==> src/rtl/pace_ctrl_param.sv <==
// pace_ctrl_param: single-chamber pacing controller with demand (sense-inhibited)
// and fixed-rate modes. Phases cycle ALERT -> PACE -> REFRACT -> ALERT, and a
// sensed intrinsic beat in ALERT skips the pace.
// Optional build macro PACE_HYST_EN: after a sensed-beat refractory, the next
// ALERT uses the longer HYS_CYC escape interval.
module pace_ctrl_param #(
  parameter int CNT_W   = 24,
  parameter int ESC_CYC = 12000000,
  parameter int PW_CYC  = 12000,
  parameter int REF_CYC = 3600000,
  parameter int HYS_CYC = 14400000
) (
  input  logic       clk,
  input  logic       rst_n,
  input  logic       sense_in,
  input  logic [1:0] mode,
  output logic       pace,
  output logic       sensed,
  output logic [1:0] state,
  output logic [7:0] pace_cnt
);

  // Every interval must be reachable by the phase counter without wrapping.
  localparam longint CNT_MAX = (longint'(1) << CNT_W) - longint'(1);
  localparam longint L_ESC   = longint'(ESC_CYC);
  localparam longint L_PW    = longint'(PW_CYC);
  localparam longint L_REF   = longint'(REF_CYC);
  localparam longint L_HYS   = longint'(HYS_CYC);
  localparam bit CFG_OK = (L_ESC >= 1) && (L_ESC <= CNT_MAX) &&
                          (L_PW  >= 1) && (L_PW  <= CNT_MAX) &&
                          (L_REF >= 1) && (L_REF <= CNT_MAX) &&
                          (L_HYS >= 1) && (L_HYS <= CNT_MAX);

  if (!CFG_OK) begin : g_cfg_check
    $error("pace_ctrl_param: a *_CYC parameter is outside 1..2^CNT_W-1");
  end

  // Terminal counts: a phase of N cycles ends when the counter reads N-1.
  localparam logic [CNT_W-1:0] ESC_TC = CNT_W'(ESC_CYC - 1);
  localparam logic [CNT_W-1:0] PW_TC  = CNT_W'(PW_CYC - 1);
  localparam logic [CNT_W-1:0] REF_TC = CNT_W'(REF_CYC - 1);

  typedef enum logic [1:0] {
    ST_IDLE    = 2'b00,
    ST_ALERT   = 2'b01,
    ST_PACE    = 2'b10,
    ST_REFRACT = 2'b11
  } state_t;

  state_t           r_state, w_state_nxt;
  logic [CNT_W-1:0] r_cnt, w_cnt_nxt;
  logic             r_sync1, r_sync2, r_sync3, r_edge;
  logic [7:0]       r_pace_cnt;
  logic             w_demand, w_off, w_sensed, w_esc_tc, w_pace_entry;

  assign w_off    = (mode == 2'b00);
  assign w_demand = (mode == 2'b01) || (mode == 2'b11);
  // A beat is accepted only while waiting for it in demand mode.
  assign w_sensed = (r_state == ST_ALERT) && w_demand && r_edge;

`ifdef PACE_HYST_EN
  localparam logic [CNT_W-1:0] HYS_TC = CNT_W'(HYS_CYC - 1);
  logic r_hyst;

  assign w_esc_tc = r_hyst ? (r_cnt == HYS_TC) : (r_cnt == ESC_TC);

  // Remember whether the last cycle-ending event was a sensed beat or a pace.
  always_ff @(posedge clk) begin
    if (!rst_n || w_off || (r_state == ST_IDLE)) begin
      r_hyst <= 1'b0;
    end else if (w_sensed) begin
      r_hyst <= 1'b1;
    end else if (w_pace_entry) begin
      r_hyst <= 1'b0;
    end
  end
`else
  assign w_esc_tc = (r_cnt == ESC_TC);
`endif

  // Two-flop synchroniser on the asynchronous detector, then a registered
  // rising-edge detector (event lands 3 cycles after the input rises).
  always_ff @(posedge clk) begin
    if (!rst_n) begin
      r_sync1 <= 1'b0;
      r_sync2 <= 1'b0;
      r_sync3 <= 1'b0;
      r_edge  <= 1'b0;
    end else begin
      r_sync1 <= sense_in;
      r_sync2 <= r_sync1;
      r_sync3 <= r_sync2;
      r_edge  <= r_sync2 & ~r_sync3;
    end
  end

  // Phase register and phase counter.
  always_ff @(posedge clk) begin
    if (!rst_n) begin
      r_state <= ST_IDLE;
      r_cnt   <= '0;
    end else begin
      r_state <= w_state_nxt;
      r_cnt   <= w_cnt_nxt;
    end
  end

  // Next-phase logic; a sensed beat beats the escape terminal count, and
  // mode off overrides everything.
  always_comb begin
    w_state_nxt  = r_state;
    w_cnt_nxt    = r_cnt + CNT_W'(1);
    w_pace_entry = 1'b0;
    case (r_state)
      ST_IDLE: begin
        w_cnt_nxt   = '0;
        w_state_nxt = ST_ALERT;
      end
      ST_ALERT: begin
        if (w_sensed) begin
          w_state_nxt = ST_REFRACT;
          w_cnt_nxt   = '0;
        end else if (w_esc_tc) begin
          w_state_nxt  = ST_PACE;
          w_cnt_nxt    = '0;
          w_pace_entry = 1'b1;
        end
      end
      ST_PACE: begin
        if (r_cnt == PW_TC) begin
          w_state_nxt = ST_REFRACT;
          w_cnt_nxt   = '0;
        end
      end
      default: begin
        if (r_cnt == REF_TC) begin
          w_state_nxt = ST_ALERT;
          w_cnt_nxt   = '0;
        end
      end
    endcase
    if (w_off) begin
      w_state_nxt  = ST_IDLE;
      w_cnt_nxt    = '0;
      w_pace_entry = 1'b0;
    end
  end

  // Delivered-pace counter, saturating at 255; holds across mode-off.
  always_ff @(posedge clk) begin
    if (!rst_n) begin
      r_pace_cnt <= 8'd0;
    end else if (w_pace_entry && (r_pace_cnt != 8'hFF)) begin
      r_pace_cnt <= r_pace_cnt + 8'd1;
    end
  end

  // Pace drops in the same cycle mode goes off, truncating the pulse.
  assign pace     = (r_state == ST_PACE) && !w_off;
  assign sensed   = w_sensed;
  assign state    = r_state;
  assign pace_cnt = r_pace_cnt;

endmodule

==> config.mk <==
export PLATFORM = sky130hd
export DESIGN_NAME = pace_ctrl_param
export DESIGN_NICKNAME = d
export VERILOG_FILES = /design/src/rtl/pace_ctrl_param.sv
export SDC_FILE = /design/constraint.sdc
export NUM_CORES = 1
export LEC_CHECK = 0
export CAP_MARGIN = 20
export CORE_MARGIN = 10
export CORE_UTILIZATION = 35
export CTS_CLUSTER_SIZE = 25
export DETAILED_ROUTE_END_ITERATION = 6
export HOLD_SLACK_MARGIN = 0.15
export PLACE_DENSITY = 0.58
export SLEW_MARGIN = 20
export SYNTH_ARGS = -nofsm -noshare
export SYNTH_HDL_FRONTEND = slang
export SYNTH_SLANG_ARGS = --single-unit
==> constraint.sdc <==
create_clock -name clk -period 2.4 [get_ports clk]
set_clock_uncertainty 0.1 [all_clocks]
set_input_delay 0.48 -clock clk [delete_from_list [all_inputs] [get_ports clk]]
set_output_delay 0.48 -clock clk [all_outputs]
set_load 0.005 [all_outputs]
==> flow_metrics.env, run 1 <==
export IMPL_hold_buffers=0
export IMPL_power_density_nw_per_um2=648
export IMPL_cts_tree="built"
export IMPL_num_io_pins=17
export IMPL_path_clk_slew_ns=0.08
export IMPL_core_um2=5070
export IMPL_slowest_delay_ns=0.57
export IMPL_status="complete, but fails checks"
export IMPL_min_path_type="reg2reg"
export IMPL_cp_slowest_cell="or4_4"
export IMPL_worst_pin_slew_ns=0.928
export IMPL_overflow=0
export IMPL_routed_via_count=1655
export IMPL_rr_startpoint="r_cnt[12]$_SDFF_PP0_"
export IMPL_startpoint_type="flip-flop"
export IMPL_layout_cells_non_filler=335
export IMPL_synth_ff_type="dfxtp_1"
export IMPL_place_ws_ns=-0.220
export IMPL_final_area_um2=2500
export IMPL_synth_cell_types=35
export IMPL_syn_area_per_cell_um2=8.66
export IMPL_clockRootBuffer="clkbuf_8"
export IMPL_gp_congestion=0.791
export IMPL_clk_latency_ns=0.29
export IMPL_synth_nets=222
export IMPL_drt_initial_drc_count=87
export IMPL_arrival_ns=2.66
export IMPL_port_buffers=16
export IMPL_synth_area_leaders="dfxtp_1 (42%), nor2_1 (8.2%), xor2_1 (7.7%), xnor2_1 (5.3%), ha_1 (4.1%)"
export IMPL_ff2ff_setup_slack_ns=-0.18
export IMPL_drive_gt1_share_pct=23.8
export IMPL_met1_length_um=2010
export IMPL_critPathLaunch="r_cnt[12]$_SDFF_PP0_"
export IMPL_die_w_um=92.3
export IMPL_ff2ff_path_depth=7
export IMPL_die_area_um2=8510
export IMPL_grt_pass1_wl_um=7690
export IMPL_ys_warnings_count=0
export IMPL_setup_viol=26
export IMPL_syn_inst=211
export IMPL_fp_row_count=26
export IMPL_clk_path_buf_depth=2
export IMPL_num_nets_final=275
export IMPL_seq_area_frac_synth_pct=41.6
export IMPL_cp_max_fo=6
export IMPL_layout_area_overhead_vs_synth_pct=36.8
export IMPL_post_drt_wl_per_cell_um=13.2
export IMPL_endpoint_kind="flip-flop"
export IMPL_holdWs_ns=0.283
export IMPL_finalHoldViolations=0
export IMPL_critical_path_class="reg2reg"
export IMPL_synth_most_common_cell="nor2_1"
export IMPL_dr_wl_met2_um=2180
export IMPL_ir_drop_mv=0.262
export IMPL_grt_pass1_vias=1639
export IMPL_post_dp_hpwl_um=3000
export IMPL_met3_length_um=114
export IMPL_dp_cells=321
export IMPL_synth_top_cell_area_share_pct=41.6
export IMPL_h_tree_depth=2
export IMPL_grt_max_degree=12
export IMPL_r2r_end="r_cnt[18]$_SDFF_PP0_"
export IMPL_path_delay_family="simple AND/OR/NAND/NOR gates"
export IMPL_cts_num_sinks=38
export IMPL_max_slew_margin_pct=37.5
export IMPL_yosys_area_top_type="dfxtp_1"
export IMPL_antenna_found_initial=0
export IMPL_topRoutingLayerUsed="met4"
export IMPL_synth_edf_count=0
export IMPL_diodes=0
export IMPL_async_reset_ff_share_pct=0
export IMPL_grt_total_usage_pct=10.9
export IMPL_path_cells="or4b_4, or3_4, or4_4, a211oi_4, buf_6, a211o_4, nor2_1"
export IMPL_numCtsBuffers=5
export IMPL_endpoint="r_cnt[18]$_SDFF_PP0_"
export IMPL_start_util_pct=36.0
export IMPL_violations="setup timing"
export IMPL_period_share_pct=108
export IMPL_synth_common_cells="nor2_1 (40), dfxtp_1 (38), nand2_1 (18), xor2_1 (16), xnor2_1 (11)"
export IMPL_critPathBufInv=1
export IMPL_fmax_mhz=387
export IMPL_die_height_um=92.3
export IMPL_dr_pass1_iters=4
export IMPL_worstPathRequired_ns=2.48
export IMPL_p_leak_nw=0.909
export IMPL_via_per_inst=4.94
export IMPL_layout_setup_ws_ns=-0.184
export IMPL_drv_cap=0
export IMPL_ys_ff_latch=38
export IMPL_cp_depth=7
export IMPL_drc=0
export IMPL_min_period_ns=2.58
export IMPL_rsz0062_at_grt="true"
export IMPL_ant_nets=0
export IMPL_placed_cell_area_um2=2250
export IMPL_final_max_slew_viol_count=0
export IMPL_routed_wirelength_um=4440
export IMPL_synthesis_area_um2=1830
## metal layers
metal,up-vias,GRT usage (%)
li1,836,-
met1,779,13.0
met2,28,18.1
met3,12,2.44
met4,0,5.53
met5,-,0
## sequential cells by signal, summed over array words and instances (netlist names)
signal and count:
r_cnt 24, pace_cnt 8, state 2, r_edge 1
r_sync1 1, r_sync2 1, r_sync3 1
## worst register-to-register path, cell delays in order (launching register included)
cell and delay, ns:
dfxtp_2 0.33, or4b_4 0.53, or3_4 0.35, or4_4 0.57, a211oi_4 0.23, buf_6 0.16
a211o_4 0.16, nor2_1 0.05
## cell families (layout without fill, tap and decap cells)
kind of cell,after synthesis,after routing,share of synthesized area (%)
AO/OA/AOI/OAI,12,15,4.86
XOR/XNOR,27,27,12.9
adder cells (fa/ha/maj),6,6,4.11
buffers and inverters,11,62,3.15
flip-flops,38,38,41.6
multiplexers,2,2,1.10
AND/OR/NAND/NOR,115,115,32.2
## how the worst min path moves through the flow
stage                  startpoint  slack [ns]  cells after the start           endpoint
2_1_floorplan  r_sync3$_SDFF_PN0_        0.27                      1  r_edge$_SDFF_PN0_
3_3_place_gp   r_sync3$_SDFF_PN0_        0.27                      1  r_edge$_SDFF_PN0_
4_1_cts        r_sync3$_SDFF_PN0_        0.29                      1  r_edge$_SDFF_PN0_
3_5_place_dp   r_sync3$_SDFF_PN0_        0.28                      1  r_edge$_SDFF_PN0_
5_1_grt        r_sync3$_SDFF_PN0_        0.30                      1  r_edge$_SDFF_PN0_
6_report       r_sync3$_SDFF_PN0_        0.28                      1  r_edge$_SDFF_PN0_
## timing repair
item,CTS,global route
pin swaps,20,3
gates cloned,3,0
buffers inserted,3,0
setup endpoints to repair,29,33
resized for setup,14,13
## report_power, final
part	internal, mW	switching [mW]
logic	0.242	0.250
clock network	0.232	0.221
registers	0.653	0.0238
total	1.13	0.495
## area by class of cell
class                      instances  area [um2]
fill                             529        2570
multi-input combinational        165        1140
sequential                        38         762
timing repair buffer              46         389
tap                               70        87.6
clock buffer                       7        86.3
inverter                           8        30.0
clock inverter                     1        5.00
## cell usage in the layout, fill, tap and decap left out, types with 2 or more instances in the layout
cell              n
dfxtp_1          37
nor2_1           33
buf_4            29
nand2_1          18
xor2_1           16
clkdlybuf4s50_1  16
xnor2_1          11
nand4_1          10
nand3_1           9
inv_1             8
nor2_2            7
and3_1            6
clkbuf_8          6
nor3_1            5
ha_1              5
or4_1             4
a211o_4           4
and2_1            4
nor4_2            3
a21oi_1           3
nor2b_1           2
or4b_4            2
nand4b_1          2
nand2b_1          2
mux2i_1           2
## through the flow
stage	total power [mW]	util [%]	TNS [ns]
after floorplan	0.915	-	-0.876
after global placement	1.03	44.4	-4.60
after detailed placement	1.04	44.4	-5.00
after CTS	1.61	48.4	-4.37
after global routing	1.71	49.3	-5.88
final	1.62	49.3	-4.25
Power figures use the tool's default switching activity.
==> run 2, diff against run 1 <==
CORE_MARGIN = 2   (was 10)
==> run 2 against run 1 <==
Effect of this change:
- the run still ends with setup timing left
- wire length decreased by 5.2%
- flip-flop and latch count unchanged
- count of clock-buffer cells in the layout is 1 lower
- first-iteration DRC count increased by 5.7%
- via count grew 0.73%
- global-route usage grew 4.4 points
- utilization rose by 1.3 points
- sequential share of layout area is 0.75 points lower
- critical path depth unchanged
- highest routed layer unchanged
- combinational power is 1% higher
- critical endpoint is now r_cnt[21]$_SDFF_PP0_
- sequential power increased by 0.6%
- hold slack improved by 0.0080 ns
==> flow_metrics.env, run 2 (synthesis gave the netlist of run 1 again) <==
export IMPL_grt_pass1_wl_um=7410
export IMPL_drv_cap=0
export IMPL_drc=0
export IMPL_setup_viol=26
export IMPL_cp_max_fo=6
export IMPL_routed_via_count=1667
export IMPL_critical_path_class="reg2reg"
export IMPL_post_drt_wl_per_cell_um=12.5
export IMPL_regMostFlops="r_cnt"
export IMPL_die_w_um=76.3
export IMPL_largest_register_ffs=24
export IMPL_gp_congestion=0.772
export IMPL_worstPathRequired_ns=2.48
export IMPL_drive_gt1_share_pct=24.4
export IMPL_min_path_type="reg2reg"
export IMPL_cts_tree="built"
export IMPL_fp_row_count=26
export IMPL_power_density_nw_per_um2=718
export IMPL_holdPathStages=1
export IMPL_drt_initial_drc_count=92
export IMPL_die_area_um2=5820
export IMPL_worst_pin_slew_ns=1.03
export IMPL_h_tree_depth=2
export IMPL_fmax_mhz=390
export IMPL_clk_path_buf_depth=2
export IMPL_hold_buffers=0
export IMPL_grt_total_usage_pct=15.4
export IMPL_max_slew_margin_pct=30.7
export IMPL_grt_max_degree=13
export IMPL_num_io_pins=17
export IMPL_layout_area_overhead_vs_synth_pct=40.5
export IMPL_clk_latency_ns=0.28
export IMPL_port_buffers=16
export IMPL_numCtsBuffers=5
export IMPL_grt_pass1_vias=1552
export IMPL_violations="setup timing"
export IMPL_die_height_um=76.3
export IMPL_ir_drop_mv=0.312
export IMPL_min_period_ns=2.56
export IMPL_status="complete, but fails checks"
export IMPL_antenna_found_initial=0
export IMPL_path_clk_slew_ns=0.07
export IMPL_final_max_slew_viol_count=0
export IMPL_num_nets_final=276
export IMPL_diodes=0
export IMPL_startpoint_type="flip-flop"
export IMPL_holdWs_ns=0.291
export IMPL_cts_num_sinks=38
export IMPL_routed_wirelength_um=4210
export IMPL_ff2ff_path_depth=7
export IMPL_p_leak_nw=0.936
export IMPL_start_util_pct=36.0
export IMPL_endpoint_kind="flip-flop"
export IMPL_overflow=0
export IMPL_tns_ns=-3.79
export IMPL_clockRootBuffer="clkbuf_8"
export IMPL_period_share_pct=107
export IMPL_ant_nets=0
export IMPL_rsz0062_at_grt="true"
export IMPL_dr_pass1_iters=4
export IMPL_most_common_layout_cells="dfxtp_1 (36), nor2_1 (34), buf_4 (30), nand2_1 (17)"
export IMPL_n_fill_cell=490
export IMPL_via_per_inst=4.96
export IMPL_arrival_ns=2.64
export IMPL_final_common_cell="dfxtp_1"
export IMPL_core_um2=5070
export IMPL_layout_setup_ws_ns=-0.163
export IMPL_finalHoldViolations=0
export IMPL_post_dp_hpwl_um=2740
-- run 2: power breakdown --
| group | internal, mW | switching [mW] | total (mW) |
|---|---|---|---|
| registers | 0.654 | 0.0266 | 0.681 |
| logic | 0.251 | 0.247 | 0.498 |
| clock network | 0.443 | 0.222 | 0.666 |
-- run 2: layout make-up --
class	count	area, um2	area share, %
multi-input combinational	165	1150	44.7
sequential	38	763	29.7
timing repair buffer	47	397	15.4
tap	70	87.6	3.41
clock buffer	6	82.6	3.21
clock inverter	2	60.1	2.34
inverter	8	30.0	1.17
-- run 2: worst paths after layout --
| kind | start | endpoint | slack, ns |
|---|---|---|---|
| setup / recovery | r_cnt[12]$_SDFF_PP0_ | r_cnt[21]$_SDFF_PP0_ | -0.16 |
| hold / removal | r_sync3$_SDFF_PN0_ | r_edge$_SDFF_PN0_ | 0.29 |
| setup reg to reg | r_cnt[12]$_SDFF_PP0_ | r_cnt[21]$_SDFF_PP0_ | -0.16 |
| hold reg to reg | r_sync3$_SDFF_PN0_ | r_edge$_SDFF_PN0_ | 0.29 |
-- run 2: critical path, stage by stage (launching register included) --
cell and delay, ns:
dfxtp_2 0.32, or4b_1 0.51, or3_4 0.35, or4_4 0.57
a211oi_4 0.25, buf_6 0.15, a211o_4 0.15, nor2_1 0.05
-- run 2: layer usage --
metal	share of wire, %	global-route usage (%)	up-vias
li1	-	-	842
met3	4.8	2.61	2
met5	0	0	-
met4	0.81	5.45	0
met1	47	20.9	777
met2	48	24.7	46
-- run 2: repair_timing --
| item | in CTS | in global routing |
|---|---|---|
| setup buffers | 4 | 0 |
| gates cloned | 3 | 0 |
| setup endpoints to repair | 26 | 35 |
| pin swaps | 20 | 8 |
| gates resized for setup | 12 | 16 |
-- run 2: metrics by stage --
stage | utilization, % | worst slack, ns | total power, mW | instances | cell area, um2
2_1_floorplan | - | -0.0469 | 0.915 | 211 | 1830
3_3_place_gp | 44.4 | -0.168 | 1.02 | 321 | 2250
3_5_place_dp | 44.4 | -0.185 | 1.02 | 321 | 2250
4_1_cts | 49.4 | -0.152 | 1.83 | 336 | 2510
5_1_grt | 50.6 | -0.260 | 1.94 | 336 | 2570
6_report | 50.6 | -0.163 | 1.84 | 336 | 2570
==> run 3, diff against run 2 <==
PLACE_DENSITY = 0.66   (was 0.58)
==> run 3 against run 2 <==
Effect of this change:
- the run still ends with setup timing left
- hold slack worse by 0.0072 ns
- sequential share of layout area is 0.87 points higher
- clock power is 0.6% higher
- register-to-register slack better by 0.04 ns
- highest routed layer unchanged
- non-clock buffer count is 3 lower
==> flow_metrics.env, run 3 (synthesis gave the netlist of run 1 again) <==
export IMPL_routed_wirelength_um=3890
export IMPL_setup_viol=25
export IMPL_gp_congestion=0.793
export IMPL_die_area_um2=5820
export IMPL_r2r_end="r_cnt[19]$_SDFF_PP0_"
export IMPL_final_area_um2=2490
export IMPL_arrival_ns=2.62
export IMPL_hp_start="r_sync3$_SDFF_PN0_"
export IMPL_die_height_um=76.3
export IMPL_num_io_pins=17
export IMPL_layout_area_overhead_vs_synth_pct=36.3
export IMPL_antenna_found_initial=0
export IMPL_ant_nets=0
export IMPL_path_clk_slew_ns=0.08
export IMPL_grt_total_usage_pct=13.8
export IMPL_critPathBufInv=0
export IMPL_busiest_layer="met2"
export IMPL_num_nets_final=271
export IMPL_grt_pass1_vias=1456
export IMPL_grt_max_degree=13
export IMPL_max_slew_margin_pct=60.1
export IMPL_rr_startpoint="r_cnt[12]$_SDFF_PP0_"
export IMPL_final_common_cell="nor2_1"
export IMPL_path_delay_family="simple AND/OR/NAND/NOR gates"
export IMPL_endpoint_kind="flip-flop"
export IMPL_drive_gt1_share_pct=19.5
export IMPL_clk_latency_ns=0.29
export IMPL_p_comb_share_pct=23.8
export IMPL_layout_setup_ws_ns=-0.126
export IMPL_grt_pass1_wl_um=6610
export IMPL_cts_num_sinks=38
export IMPL_critical_path_class="reg2reg"
export IMPL_regMostFlops="r_cnt"
export IMPL_cp_max_fo=12
export IMPL_p_sw_mw=0.467
export IMPL_fmax_mhz=396
export IMPL_finalHoldViolations=0
export IMPL_drv_cap=0
export IMPL_path_cells="or4b_1, or3_1, or4_4, a211oi_4, a211o_4, nor2_1"
export IMPL_clockRootBuffer="clkbuf_8"
export IMPL_h_tree_depth=2
export IMPL_p_int_mw=1.30
export IMPL_cp_slowest_cell="or4_4"
export IMPL_die_w_um=76.3
export IMPL_period_share_pct=105
export IMPL_start_util_pct=36.0
export IMPL_min_path_type="reg2reg"
export IMPL_via_per_inst=4.81
export IMPL_power_switching_share_pct=26.4
export IMPL_largest_register_ffs=24
export IMPL_p_total_mw=1.77
export IMPL_numCtsBuffers=5
export IMPL_placed_cell_area_um2=2240
export IMPL_ff2ff_setup_slack_ns=-0.13
export IMPL_dp_cells=320
export IMPL_grtUsageMet1_pct=17.4
export IMPL_routed_via_count=1592
export IMPL_ff_latch_area_um2=762
export IMPL_p_leak_nw=0.917
export IMPL_holdPathStages=1
export IMPL_violations="setup timing"
export IMPL_slowest_delay_ns=0.58
export IMPL_ff2ff_path_depth=6
export IMPL_multi_input_area_um2=1100
export IMPL_cts_tree="built"
export IMPL_hold_buffers=0
export IMPL_worst_pin_slew_ns=0.593
export IMPL_power_density_nw_per_um2=711
export IMPL_overflow=0
export IMPL_drt_initial_drc_count=44
export IMPL_dr_pass1_iters=4
export IMPL_use_met2_pct=22.7
export IMPL_n_fill_cell=493
export IMPL_most_common_layout_cells="nor2_1 (39), dfxtp_1 (37), buf_4 (28), nand2_1 (18)"
export IMPL_ir_drop_mv=0.283
export IMPL_fin_util_pct=49.1
export IMPL_core_um2=5070
export IMPL_post_dp_hpwl_um=2730
export IMPL_worstPathRequired_ns=2.49
export IMPL_drc=0
export IMPL_final_max_slew_viol_count=0
export IMPL_power_frac_seq_pct=38.3
export IMPL_clk_path_buf_depth=2
export IMPL_pwr_share_clk_pct=37.9
export IMPL_port_buffers=16
export IMPL_startpoint_type="flip-flop"
export IMPL_critPathLaunch="r_cnt[12]$_SDFF_PP0_"
export IMPL_layout_cells_non_filler=331
export IMPL_min_period_ns=2.53
export IMPL_diodes=0
export IMPL_use_met3_pct=3.20
export IMPL_status="complete, but fails checks"
export IMPL_rsz0062_at_grt="true"
export IMPL_fp_row_count=26
export IMPL_post_drt_wl_per_cell_um=11.8
export IMPL_hold_path_end="r_edge$_SDFF_PN0_"
[run 3: cell count changes in the layout (fill, tap and decap cells not counted), sizes merged]
cell / previous run / this run
a211o: 4 / 2
buf: 31 / 28
[run 3: power by group through the flow]
stage | Combinational, mW | Clock, mW | Sequential [mW]
2_1_floorplan | 0.226 | 0 | 0.689
3_3_place_gp | 0.334 | 0 | 0.691
3_5_place_dp | 0.341 | 0 | 0.692
4_1_cts | 0.382 | 0.683 | 0.677
5_1_grt | 0.460 | 0.711 | 0.685
6_report | 0.421 | 0.670 | 0.679
[run 3: per-stage QoR]
step / TNS (ns) / hold slack [ns] / worst slack (ns)
3_5_place_dp: -3.30 / 0.274 / -0.152
2_1_floorplan: -0.876 / 0.267 / -0.0469
6_report: -2.81 / 0.284 / -0.126
3_3_place_gp: -2.59 / 0.272 / -0.117
5_1_grt: -4.45 / 0.300 / -0.197
4_1_cts: -3.29 / 0.284 / -0.141
[run 3: layout make-up]
type / instances / area share (%)
well taps: 70 / 3.52
flip-flops and latches: 38 / 30.6
inverters: 8 / 1.21
repair buffers: 44 / 14.9
clock inverters: 2 / 2.41
clock buffers: 6 / 3.31
multi-input cells: 163 / 44.1
[run 3: worst register-to-register path: cells and delay by family (launching register included)]
kind / cells / cell delay (ns)
simple gates: 4 / 1.48
compound gates: 2 / 0.53
flops: 1 / 0.32
[run 3: worst max path at each step]
stage               slack (ns)                    to  cells after the start
global placement         -0.12   r_cnt[3]$_SDFF_PP0_                      6
floorplan                -0.05  r_cnt[12]$_SDFF_PP0_                      7
finish                   -0.13  r_cnt[19]$_SDFF_PP0_                      6
global route             -0.20   r_cnt[8]$_SDFF_PP0_                      6
CTS                      -0.14  r_cnt[19]$_SDFF_PP0_                      6
detailed placement       -0.15   r_cnt[2]$_SDFF_PP0_                      6
[run 3: layer usage]
layer | part of all wire [%] | routed length [um] | vias up
li1 | - | - | 825
met1 | 50 | 1960 | 738
met2 | 45 | 1750 | 21
met3 | 2.6 | 101 | 8
met4 | 2.1 | 80 | 0
met5 | 0 | 0 | -
[run 3: timing repair]
action                     CTS  global route
setup buffers                0             3
pin swaps                    2             2
gates cloned                 1             0
resized for setup            2            14
setup endpoints to repair   28            34
